--- src/rtl/add_serial_param.sv ---
// add_serial_param: multi-cycle digit-serial adder/subtractor.
// A start pulse in IDLE captures both operands. The unit then adds one
// DIGIT-bit slice per cycle, beginning with the least significant slice,
// and raises done for one cycle once the result is complete.
// Subtraction is computed as a + ~b + ~cin, and the final carry is
// inverted so that cout reports a borrow.
//
// Handshake: start is sampled only while busy is low; start while busy is
// dropped, not queued. done is a single-cycle pulse. sum, cout and ovf are
// valid from the done cycle until the next accepted start. clr aborts to
// IDLE from any state and takes priority over start.
module add_serial_param #(
    parameter int WIDTH = 8,
    parameter int DIGIT = 1
) (
    input  logic             clk,
    input  logic             rst,        // asynchronous, active low
    input  logic             start,
    input  logic             op,         // 0 = add, 1 = subtract
    input  logic             cin,
    input  logic [WIDTH-1:0] a,
    input  logic [WIDTH-1:0] b,
    input  logic             clr,
    output logic [WIDTH-1:0] sum,
    output logic             cout,
    output logic             ovf,
    output logic             busy,
    output logic             done,
    output logic [1:0]       state_dbg   // current FSM state, for observation
);

    localparam int CYCLES = WIDTH / DIGIT;
    localparam int CW     = (CYCLES > 1) ? $clog2(CYCLES) : 1;
    localparam int DW     = DIGIT + 1;

    // Reject parameter sets that the slice schedule cannot cover exactly.
    if (WIDTH < 2 || DIGIT < 1 || DIGIT > WIDTH || (WIDTH % DIGIT) != 0) begin : g_bad_param
        $error("add_serial_param: illegal WIDTH/DIGIT combination");
    end

    typedef enum logic [1:0] {
        S_IDLE = 2'd0,
        S_RUN  = 2'd1,
        S_DONE = 2'd2
    } state_t;

    state_t          state_q, state_d;
    logic [WIDTH-1:0] a_q, a_d;
    logic [WIDTH-1:0] b_q, b_d;
    logic [WIDTH-1:0] sum_q, sum_d;
    logic            carry_q, carry_d;
    logic            op_q, op_d;
    logic            cout_q, cout_d;
    logic            ovf_q, ovf_d;
    logic [CW-1:0]   cnt_q, cnt_d;

    logic [DW-1:0]   digit;
    logic            msb_cin;
    logic            last;

    // Add the current slice. The carry into the top bit of the slice is
    // recovered from that bit's sum and its two operand bits. On the last
    // slice, this is the carry into bit WIDTH-1.
    always_comb begin
        digit   = {1'b0, a_q[DIGIT-1:0]} + {1'b0, b_q[DIGIT-1:0]} + DW'(carry_q);
        msb_cin = digit[DIGIT-1] ^ a_q[DIGIT-1] ^ b_q[DIGIT-1];
        last    = (cnt_q == CW'(CYCLES - 1));
    end

    // Compute the next state and the datapath updates. Every register
    // holds its value unless a branch below changes it.
    always_comb begin
        state_d = state_q;
        a_d     = a_q;
        b_d     = b_q;
        sum_d   = sum_q;
        carry_d = carry_q;
        op_d    = op_q;
        cout_d  = cout_q;
        ovf_d   = ovf_q;
        cnt_d   = cnt_q;

        if (clr) begin
            state_d = S_IDLE;
            sum_d   = '0;
            cout_d  = 1'b0;
            ovf_d   = 1'b0;
            cnt_d   = '0;
        end else begin
            case (state_q)
                S_IDLE: begin
                    if (start) begin
                        a_d     = a;
                        b_d     = op ? ~b : b;
                        carry_d = op ? ~cin : cin;
                        op_d    = op;
                        sum_d   = '0;
                        cout_d  = 1'b0;
                        ovf_d   = 1'b0;
                        cnt_d   = '0;
                        state_d = S_RUN;
                    end
                end
                S_RUN: begin
                    // The new slice enters at the MSB end of sum, so the
                    // first slice computed ends up at the LSB.
                    sum_d   = (sum_q >> DIGIT) | (WIDTH'(digit[DIGIT-1:0]) << (WIDTH - DIGIT));
                    carry_d = digit[DIGIT];
                    a_d     = a_q >> DIGIT;
                    b_d     = b_q >> DIGIT;
                    cnt_d   = cnt_q + CW'(1);
                    if (last) begin
                        cout_d  = op_q ^ digit[DIGIT];
                        ovf_d   = msb_cin ^ digit[DIGIT];
                        state_d = S_DONE;
                    end
                end
                S_DONE: begin
                    state_d = S_IDLE;
                end
                default: begin
                    state_d = S_IDLE;
                end
            endcase
        end
    end

    // State and datapath registers. Reset clears them immediately, so no
    // result from an interrupted operation survives.
    always_ff @(posedge clk or negedge rst) begin
        if (!rst) begin
            state_q <= S_IDLE;
            a_q     <= '0;
            b_q     <= '0;
            sum_q   <= '0;
            carry_q <= 1'b0;
            op_q    <= 1'b0;
            cout_q  <= 1'b0;
            ovf_q   <= 1'b0;
            cnt_q   <= '0;
        end else begin
            state_q <= state_d;
            a_q     <= a_d;
            b_q     <= b_d;
            sum_q   <= sum_d;
            carry_q <= carry_d;
            op_q    <= op_d;
            cout_q  <= cout_d;
            ovf_q   <= ovf_d;
            cnt_q   <= cnt_d;
        end
    end

    // Drive the outputs directly from the state and result registers.
    always_comb begin
        sum       = sum_q;
        cout      = cout_q;
        ovf       = ovf_q;
        busy      = (state_q != S_IDLE);
        done      = (state_q == S_DONE);
        state_dbg = state_q;
    end

endmodule

--- config.mk ---
export PLATFORM = sky130hd
export DESIGN_NAME = add_serial_param
export DESIGN_NICKNAME = d
export VERILOG_FILES = /design/src/rtl/add_serial_param.sv
export SDC_FILE = /design/constraint.sdc
export NUM_CORES = 1
export LEC_CHECK = 0
export ABC_AREA = 0
export CAP_MARGIN = 20
export CELL_PAD_IN_SITES_DETAIL_PLACEMENT = 1
export CELL_PAD_IN_SITES_GLOBAL_PLACEMENT = 2
export CORE_UTILIZATION = 36
export CTS_CLUSTER_DIAMETER = 50
export DETAILED_ROUTE_END_ITERATION = 7
export PLACE_DENSITY_LB_ADDON = 0.1
export SETUP_SLACK_MARGIN = 0.02
export SLEW_MARGIN = 20
export SYNTH_ARGS = -nofsm -noshare
export SYNTH_HDL_FRONTEND = slang
export SYNTH_SLANG_ARGS = --single-unit
--- constraint.sdc ---
create_clock -name clk -period 2.7 [get_ports clk]
set_clock_uncertainty 0.15 [all_clocks]
set_input_delay 0.405 -clock clk [delete_from_list [all_inputs] [get_ports clk]]
set_output_delay 0.405 -clock clk [all_outputs]
set_load 0.01 [all_outputs]
==> flow_summary.toml <==
[run_status]
status = "completed"

[floorplan]
die_x_um = 70.8
rows = 24
die-area_um2 = 5010
ioPinCount = 36
initial_core_util = 0.383
die_y_um = 70.8
core_um2 = 4440

[clock_network]
clkTransAtPathRegs_ns = 0.06
root_buffer = "clkbuf_8"
cts_setup_buffers = 0
clock-sinks = 33
cts_hold_buf = 0
clk_latency_ns = 0.28
clk_path_buf_depth = 2
htreeDepth = 2
cts_buffers = 5
cts_tree = "done"
post_cts_resize_count = 0

[critical_path]
crit_path_start_kind = "register"
crit_path_end_kind = "output port"
r2r-start = "state_dbg[1]"
required_ns = 2.14
arrival_ns = 1.59
crit_start = "state_dbg[1]"
crit_fanout = 11
setup.worst_path.class = "register to output port"

[place]
gp_congestion = 0.698
dp_hpwl_um = 2340
port_buffers = 35
post_dp_cell_area_um2 = 2090
placed_cells = 212

[finish]
fin_area_um2 = 2180
nets = 192
drive_above_1_share = 0.228
n_antenna_cell = 0
syn_to_final_growth_pct = 27.9
fill_cells = 455
final_cells = 219

[power_and_ir_drop]
leakage_uw = 0.000993
powerDensity_nw_per_um2 = 613
ir_drop_v = 0.000292

[synth]
synth_cell_types = 29
synthCells = 128
synthMostInstantiatedCell = "dfrtp_1"
syn_area_um2 = 1700
synthTopCellsByCount = "33 x dfrtp_1, 16 x mux2_2, 11 x a22o_1, 11 x mux2i_1, 8 x mux2_4"
synth_edf_count = 0
synth_top_area_cell = "dfrtp_1"
async_reset_ff_frac = 1.00
synth.top_cell.area_share = 0.485
syn_avg_cell_area_um2 = 13.3
synth_ff_type = "dfrtp_1"
yosysWarnings = 0
synth_seq_cells = 33
synth_nets = 153
yosys-top-cells-area = "dfrtp_1 48%, mux2_2 11%, mux2_4 7.1%, mux2i_1 6.5%, a22o_1 5.7%"
seq_area_frac_synth = 0.485

[global_route]
grt_usage = 0.148
first_global_vias = 1155
grt_overflow = 0
grt_max_degree = 34
grt_first_pass_wirelength_um = 5560
grt_antenna_before_repair = 0

[routing]
routed_via_density = 4.97
ant_nets = 0
route.detailed.drc = 0
routed_wl_um = 3360
first_iter_violations = 41
num_vias = 1088
wl_per_cell_um = 15.4
dr.pass1.iters = 5

[sta]
relSlewSlack = 0.618
hold_viol = 0
setup_viol = 0
min_period_over_period = 0.794
fmax_mhz = 467
report.final.slew_viol_count = 0
fin_setup_tns_ns = 0
rsz0062_at_grt = "no"
holdWs_ns = 0.353
worst-slew-pin-transition_ns = 0.571
layout_min_cycle_time_ns = 2.14

[min_path]
min_from = "a_q[2]"
hp-class = "register to register"

[run]
drv_cap = 0
==> area by class of cell <==
| type | count | area (µm²) | share of cell area |
|---|---|---|---|
| well taps | 52 | 65.1 | 0.0299 |
| flip-flops and latches | 33 | 826 | 0.379 |
| inverters | 7 | 26.3 | 0.0121 |
| clock buffers | 7 | 86.3 | 0.0396 |
| repair buffers | 39 | 380 | 0.175 |
| multi-input cells | 81 | 795 | 0.365 |
==> per-stage QoR <==
stage          utilization  total power (µW)  worst slack (ns)
3_3_place_gp         0.471               963             0.558
5_1_grt              0.490              1420             0.492
3_5_place_dp         0.471               980             0.467
4_1_cts              0.490              1360             0.532
6_report             0.490              1330             0.556
2_1_floorplan            -               870             0.987
==> final timing paths <==
kind | cells after the start | slack [ns] | endpoint
worst max-delay path | 2 | 0.56 | busy
worst min-delay path | 1 | 0.35 | a_q[2]
worst max register to register | 3 | 0.74 | b_q[6]
worst min register to register | 1 | 0.35 | a_q[2]
max in group asynchronous | 2 | 1.70 | a_q[0]
min in group asynchronous | 2 | 0.38 | state_dbg[0]
==> cell families after synthesis <==
kind of cell,after synthesis,share of synthesized area
fa+ha+maj,3,0.0264
simple gates,15,0.0573
buf+inv,14,0.0485
mux,35,0.241
flops,33,0.485
xor+xnor,13,0.0669
compound gates,15,0.0749
==> flip-flops by register name, summed over array words and instances (netlist names), 2 cells and up <==
name and count:
state_dbg 2, a_q 8, sum 8, cnt_q 3
b_q 8
==> critical path, stage by stage (launching register included) <==
cell and delay (ns):
dfrtp_1 0.51, or2_2 0.32, clkdlybuf4s50_1 0.48
==> routing by layer <==
metal	vias to the layer above	track usage	part of all wire	wire, µm
met1	539	0.178	0.44	1490
met4	0	0.0800	0.019	63
met2	24	0.241	0.50	1670
li1	520	-	-	-
met5	-	0	0	0
met3	5	0.0427	0.043	143
==> power by group <==
part | switching (µW) | internal (µW) | total [µW] | leakage [µW]
clock | 168 | 202 | 370 | 0.0000443
combinational | 146 | 204 | 351 | 0.000529
sequential | 43.6 | 570 | 614 | 0.000420
==> cell usage in the layout (no fill, tap or decap) <==
master and count:
or2b_1 1, nand2_1 2, nor3_1 1, nor2b_1 2, a211oi_1 1, xor2_1 7, buf_4 4, or2_2 1
ha_1 2, mux2i_1 11, mux2_2 16, o21ba_2 1, o2bb2ai_1 1, nor2_1 1, fa_1 1, nor2_2 1
and2_1 1, a21oi_1 1, xnor2_1 6, a22o_1 11, nor3_4 1, inv_1 7, mux2_4 8, nor3b_1 1
clkbuf_8 6, dfrtp_1 33, nand2b_1 3, clkbuf_1 1, clkdlybuf4s50_1 35
No activity file was read; power rests on OpenSTA's default activity.
